$ cat src/rtl/ifetch_pkg.sv
// Shared types and defaults for the instruction fetch sequencer.
// Queue entries pair a word address with the instruction read from it.
package ifetch_pkg;

    localparam int unsigned QDEPTH    = 4;
    localparam int unsigned MEM_WORDS = 64;
    localparam int unsigned PC_W      = $clog2(MEM_WORDS);

    typedef struct packed {
        logic [31:0] pc;
        logic [31:0] inst;
    } qentry_t;

    // Encodings for 0/1/2 instructions moved per cycle (pop and enqueue counts)
    localparam logic [1:0] POP_NONE = 2'd0;
    localparam logic [1:0] POP_ONE  = 2'd1;
    localparam logic [1:0] POP_TWO  = 2'd2;

endpackage

$ cat src/rtl/fetch_queue.sv
// Circular instruction queue with two write ports and two read ports.
// Dequeue is clipped to the valid entries, enqueue to the free slots before the pop.
module fetch_queue
    import ifetch_pkg::*;
#(
    parameter int unsigned DEPTH = QDEPTH
) (
    input  logic                     clk,
    input  logic                     rst_n,
    input  logic                     flush,
    input  logic [1:0]               enq_cnt,
    input  logic [31:0]              enq0_pc,
    input  logic [31:0]              enq0_inst,
    input  logic [31:0]              enq1_pc,
    input  logic [31:0]              enq1_inst,
    input  logic [1:0]               deq_cnt,
    output logic [$clog2(DEPTH):0]   count,
    output logic [31:0]              head0_pc,
    output logic [31:0]              head0_inst,
    output logic [31:0]              head1_pc,
    output logic [31:0]              head1_inst
);

    localparam int unsigned PtrW = $clog2(DEPTH);
    localparam int unsigned CntW = PtrW + 1;

    qentry_t         mem_q [DEPTH];
    logic [PtrW-1:0] head_q, head_d, tail_q, tail_d, head_nx, tail_nx;
    logic [CntW-1:0] count_q, count_d, free, n_deq, n_enq;
    qentry_t         head0, head1;

    assign head_nx = head_q + PtrW'(1);
    assign tail_nx = tail_q + PtrW'(1);

    always_comb begin
        free  = CntW'(DEPTH) - count_q;
        n_deq = (deq_cnt > POP_TWO) ? CntW'(2) : CntW'(deq_cnt);
        if (n_deq > count_q) begin
            n_deq = count_q;
        end
        n_enq = (enq_cnt > POP_TWO) ? CntW'(2) : CntW'(enq_cnt);
        if (n_enq > free) begin
            n_enq = free;
        end
        head_d  = head_q + PtrW'(n_deq);
        tail_d  = tail_q + PtrW'(n_enq);
        count_d = count_q - n_deq + n_enq;
        if (flush) begin
            head_d  = '0;
            tail_d  = '0;
            count_d = '0;
        end
    end

    always_ff @(posedge clk or negedge rst_n) begin
        if (!rst_n) begin
            head_q  <= '0;
            tail_q  <= '0;
            count_q <= '0;
            mem_q   <= '{default: '0};
        end else begin
            head_q  <= head_d;
            tail_q  <= tail_d;
            count_q <= count_d;
            if (!flush && n_enq >= CntW'(1)) begin
                mem_q[tail_q] <= '{pc: enq0_pc, inst: enq0_inst};
            end
            if (!flush && n_enq == CntW'(2)) begin
                mem_q[tail_nx] <= '{pc: enq1_pc, inst: enq1_inst};
            end
        end
    end

    assign head0      = mem_q[head_q];
    assign head1      = mem_q[head_nx];
    assign count      = count_q;
    assign head0_pc   = head0.pc;
    assign head0_inst = head0.inst;
    assign head1_pc   = head1.pc;
    assign head1_inst = head1.inst;

endmodule

$ cat src/rtl/ifetch_ctrl.sv
// Fetch sequencer: drives two consecutive imem addresses per cycle, queues the
// returned words and presents up to two in-order instructions to decode.
module ifetch_ctrl #(
    parameter int unsigned QDEPTH    = ifetch_pkg::QDEPTH,
    parameter int unsigned MEM_WORDS = ifetch_pkg::MEM_WORDS,
    parameter int unsigned RESET_PC  = 0
) (
    input  logic        clk,
    input  logic        rst_n,
    output logic [31:0] imem_addr0,
    output logic [31:0] imem_addr1,
    input  logic [31:0] imem_rd0,
    input  logic [31:0] imem_rd1,
    input  logic        halt,
    input  logic        redirect_valid,
    input  logic [31:0] redirect_pc,
    input  logic [1:0]  pop,
    output logic        out_valid0,
    output logic [31:0] out_inst0,
    output logic [31:0] out_pc0,
    output logic        out_valid1,
    output logic [31:0] out_inst1,
    output logic [31:0] out_pc1
);

    import ifetch_pkg::*;

    localparam int unsigned PcW  = $clog2(MEM_WORDS);
    localparam int unsigned CntW = $clog2(QDEPTH) + 1;

    logic [PcW-1:0]  pc_q, pc_d, pc_inc1, pc_inc2;
    logic [CntW-1:0] count, free;
    logic [1:0]      enq_cnt;
    logic            flush;
    logic            unused_redirect_hi;

    // PC arithmetic is held at PcW bits so it wraps modulo MEM_WORDS for free
    assign pc_inc1    = pc_q + PcW'(1);
    assign pc_inc2    = pc_q + PcW'(2);
    assign imem_addr0 = 32'(pc_q);
    assign imem_addr1 = 32'(pc_inc1);

    assign unused_redirect_hi = ^redirect_pc[31:PcW];

    // Free slots come from the registered count, so pop never feeds the fetch decision
    always_comb begin
        free    = CntW'(QDEPTH) - count;
        flush   = 1'b0;
        enq_cnt = POP_NONE;
        pc_d    = pc_q;
        if (redirect_valid) begin
            flush = 1'b1;
            pc_d  = redirect_pc[PcW-1:0];
        end else if (!halt) begin
            if (free >= CntW'(2)) begin
                enq_cnt = POP_TWO;
                pc_d    = pc_inc2;
            end else if (free == CntW'(1)) begin
                enq_cnt = POP_ONE;
                pc_d    = pc_inc1;
            end
        end
    end

    always_ff @(posedge clk or negedge rst_n) begin
        if (!rst_n) begin
            pc_q <= PcW'(RESET_PC);
        end else begin
            pc_q <= pc_d;
        end
    end

    fetch_queue #(
        .DEPTH (QDEPTH)
    ) u_queue (
        .clk        (clk),
        .rst_n      (rst_n),
        .flush      (flush),
        .enq_cnt    (enq_cnt),
        .enq0_pc    (32'(pc_q)),
        .enq0_inst  (imem_rd0),
        .enq1_pc    (32'(pc_inc1)),
        .enq1_inst  (imem_rd1),
        .deq_cnt    (pop),
        .count      (count),
        .head0_pc   (out_pc0),
        .head0_inst (out_inst0),
        .head1_pc   (out_pc1),
        .head1_inst (out_inst1)
    );

    assign out_valid0 = (count >= CntW'(1));
    assign out_valid1 = (count >= CntW'(2));

endmodule

$ cat config.mk
export PLATFORM = sky130hd
export DESIGN_NAME = ifetch_ctrl
export DESIGN_NICKNAME = d
export VERILOG_FILES = /design/src/rtl/ifetch_pkg.sv /design/src/rtl/fetch_queue.sv /design/src/rtl/ifetch_ctrl.sv
export SDC_FILE = /design/constraint.sdc
export NUM_CORES = 1
export LEC_CHECK = 0
export CORE_ASPECT_RATIO = 1.1
export CORE_UTILIZATION = 25
export CTS_CLUSTER_DIAMETER = 100
export DETAILED_ROUTE_END_ITERATION = 8
export DONT_BUFFER_PORTS = 1
export GPL_ROUTABILITY_DRIVEN = 0
export GPL_TIMING_DRIVEN = 0
export PLACE_DENSITY_LB_ADDON = 0.12
export SLEW_MARGIN = 20
export SYNTH_ARGS = -nofsm -noshare
export SYNTH_HDL_FRONTEND = slang
export SYNTH_SLANG_ARGS = --single-unit
$ cat constraint.sdc
create_clock -name clk -period 4.2 [get_ports clk]
set_input_delay 0 -clock clk [delete_from_list [all_inputs] [get_ports clk]]
set_output_delay 0 -clock clk [all_outputs]
set_load 0.05 [all_outputs]
==> metrics <==
outcome=complete, but fails checks; failing checks=hold timing; reg2reg setup slack=between 200 and 300 ps; post-synthesis xor/xnor area fraction=less than 1%; internal power=0.00795 W; Distinct cells, synth=55; global-route wire length before repair=74300 um; R2R cell count=15; Hold-fix buffers, CTS=78; synthesized cell area=between 0.015 and 0.02 mm2; main combinational cell family by area after synthesis=multiplexers; CP Cell Sequence=inv_1 -> ha_1 -> xnor2_4 -> and2_1 -> nand3_1 -> ha_1 -> nor2b_1 -> o211a_1 -> buf_6 -> mux2i_2 -> fa_1 -> fa_1 -> xnor2_1 -> xnor2_1 -> nor2_1; max-cap violations=0; post-synthesis sequential area ratio=43.6%; Slew headroom=approximately 28%; Fin Clk Skew=13.2 ps; peak supply drop=between 400 and 500 uV; Most Crowded Layer GR=met2; Leak=8.06 nW; nets@finish=1379; Clock Path Buffers=3; Placed Cells incl. Taps=a little under 2000; CP arrival=about 4400 ps; post-synthesis mux area share=39.5%; Die W=239 um; PwrDens=roughly 800 mW/mm2; Avg Vias per Cell=4.61; Warnings, synthesis=0; Yosys reg bits=roughly 270; DRC violations left=0; fillers=~6300; Crit Path Class=register to register; Area Overhead vs Synth=21.1%; Comb pwr share=around 52%; sw frac=46.1%; fin. max-slew vios=0; Fin. Hold Viols=269; DP HPWL=32800 um; Post-Syn Area per Cell=14.2 um2; total CTS buffers=37; Worst Path Required=approximately 4600 ps; final WL=49300 um; Wirelength per Cell=23.4 um; Setup crit end kind=register; row cnt=95; CTS tree=built; adder-cell share of the synthesized area=around 1.4%; Die H=263 um; RSZ-0062 raised after global routing=false; CP max-delay cell=fa_1; Post-Syn Instances=1090; met2 usage=26.3%; GRT Total Usage=16.0%; area fraction in compound gates after synthesis=2.85%; number of I/O pins=around 300; Die ar.=0.0627 mm2; number of flops mapped to enable cells by yosys=0; TNS Setup=0 ps; Cell Count, Final, Fillers Out=around 2100; top_reg_cell synth=dfrtp_1; count of final setup violators=0; P_sw=0.00680 W; async set-reset flop share out of synthesis=100%; GR Overflow Total=0; post-synthesis simple-gate area fraction=approximately 6.5%; final hold slack=-842 ps; layout cells sized above 1=44.5%; CORE AREA=0.0611 mm2; CP Launch Type=register; clk slew on worst S/H paths=60 ps; htree depth=2; starting density of the core=25.3%; final worst-path cycle share=93.7%; CTS root buf=clkbuf_16; DR iter-0 viols=446; Seq pwr share=27.0%; clk_lat worst skew=550 ps; Hold Crit Class=input port to async pin; met1 Use GR=a little over 20%; clock sinks=269; Crit Path Max Fanout=10; crit-path max cell delay=470 ps; clock share of power=between 20% and 30%; antenna violations before repair=2; ANT nets after route=0; Detailed Routing Iterations Pass 1=6; f_max=254 MHz; Port Buffers=0; largest net degree at the start of global routing=270; vias post-DR=9714; min Tclk post-route=3930 ps; Worst-Margin Slew=1070 ps; vias in the first global route=10500; M3 GR Usage=4.38%
## power by group through the flow
| stage | Sequential, W | Combinational (W) | Clock [W] |
|---|---|---|---|
| 4_1_cts | 0.00397 | 0.00785 | 0.00317 |
| 2_1_floorplan | 0.00379 | 0.00645 | 0 |
| 3_3_place_gp | 0.00399 | 0.00764 | 0 |
| 5_1_grt | 0.00409 | 0.00819 | 0.00327 |
| 6_report | 0.00399 | 0.00773 | 0.00304 |
| 3_5_place_dp | 0.00402 | 0.00768 | 0 |
## cell usage after synthesis (all sizes together), types with 2 or more instances
library cell	number	area, um2
clkbuf	27	108
o21ai	16	80.1
o31ai	4	30.0
or3	2	12.5
nand2	18	75.1
nor2b	5	31.3
a21boi	5	60.1
nor3	5	30.0
o211a	2	20.0
o211ai	6	60.1
o221ai	4	35.0
buf	101	644
dfrtp	269	6730
inv	16	60.1
a21oi	7	35.0
xor2	6	52.6
xnor2	8	88.8
mux2	267	3010
mux2i	20	200
nand3	10	55.1
fa	2	40.0
mux4	128	2880
nor2	20	75.1
o2111ai	2	30.0
ha	14	175
and2	107	669
a222oi	4	40.0
## layer usage
layer / vias up / wire length (um)
met5: - / 22
met4: 4 / 921
met3: 64 / 3120
met2: 232 / 24000
met1: 5110 / 21200
li1: 4304 / -
## cell usage in the layout (no fill, tap or decap), types with 3 or more instances in the layout
cell,Yosys,routed
dfrtp_1,269,267
mux2_2,263,263
mux4_2,128,128
and2_1,107,107
dlygate4sd3_1,0,78
buf_4,58,63
conb_1,1,52
clkbuf_16,0,39
clkbuf_1,22,27
buf_2,20,22
nor2_1,20,19
mux2i_1,20,19
inv_1,16,16
o21ai_0,16,16
nand2_1,15,15
clkbuf_2,5,14
ha_1,14,14
buf_1,20,10
nand3_1,9,9
a21oi_1,7,7
xnor2_1,7,7
clkbuf_8,0,7
xor2_1,6,5
nor2b_1,5,5
clkinv_2,0,5
nor3_1,4,4
o31ai_1,4,4
a222oi_1,4,4
o221ai_1,4,4
buf_6,3,3
o211ai_2,3,3
o211ai_1,3,3
mux2_1,3,3
a21boi_4,1,3
nand2_2,3,3
## flip-flops by register name, summed over array words and instances (netlist names)
signal,cells
pc_q,6
u_queue.count,3
u_queue.head_q,2
u_queue.mem_q,256
u_queue.tail_q,2
## cell families after synthesis
kind of cell,Yosys count
AOI/OAI and AO/OA,56
adders and majority gates,16
xor gates and xnor gates,14
DFF,269
other,1
buffers and inverters,145
muxes,415
and+or+nand+nor,174
## per-stage QoR
| step | area (um2) | setup WS [ps] | util [%] | power, W | hold WS (ps) |
|---|---|---|---|---|---|
| after floorplan | 15600 | 523 | - | 0.0102 | -296 |
| after global placement | 16700 | -376 | 27.3 | 0.0116 | -283 |
| after detailed placement | 16700 | -441 | 27.3 | 0.0117 | -282 |
| after CTS | 18700 | 58.3 | 30.5 | 0.0150 | -875 |
| after global routing | 18700 | 3.29 | 30.6 | 0.0156 | -884 |
| final | 18700 | 266 | 30.6 | 0.0148 | -842 |
## critical path: cells and delay by family, from the launching register on
kind / cells / cell delay, ps
compound gates: 1 / 170
xor+xnor: 3 / 660
fa+ha+maj: 4 / 1340
buf+inv: 2 / 300
flops: 1 / 460
mux: 1 / 300
simple gates: 4 / 590
## final timing paths
kind | from | end
max | u_queue.count[0]$_DFF_PN0_ | u_queue.count[2]$_DFF_PN0_
min | rst_n | u_queue.mem_q[253]$_DFF_PN0_
max reg2reg | u_queue.count[0]$_DFF_PN0_ | u_queue.count[2]$_DFF_PN0_
min reg2reg | u_queue.mem_q[50]$_DFF_PN0_ | u_queue.mem_q[50]$_DFF_PN0_
max in group asynchronous | rst_n | u_queue.mem_q[223]$_DFF_PN0_
min in group clk | pop[0] | u_queue.head_q[0]$_DFF_PN0_
## layout make-up
| type | instances | area, um2 | share of cell area, % |
|---|---|---|---|
| Clock buffer | 55 | 1110 | 5.92 |
| Timing Repair Buffer | 81 | 803 | 4.30 |
| Multi-Input combinational cell | 727 | 8130 | 43.5 |
| Tap cell | 824 | 1030 | 5.52 |
| Sequential cell | 269 | 6730 | 36.0 |
| Clock inverter | 7 | 41.3 | 0.221 |
| Buffer | 128 | 781 | 4.18 |
| Antenna cell | 1 | 2.50 | 0.0134 |
| Inverter | 17 | 63.8 | 0.341 |
## what timing repair did
action / in CTS / in global routing
pin swaps: 0 / 1
endpoints found under the hold margin: 407 / 269
endpoints found under the setup margin: 113 / 30
gates cloned: 0 / 0
setup buffers: 3 / 0
gates resized for setup: 14 / 6
Power figures use the tool's default switching activity.
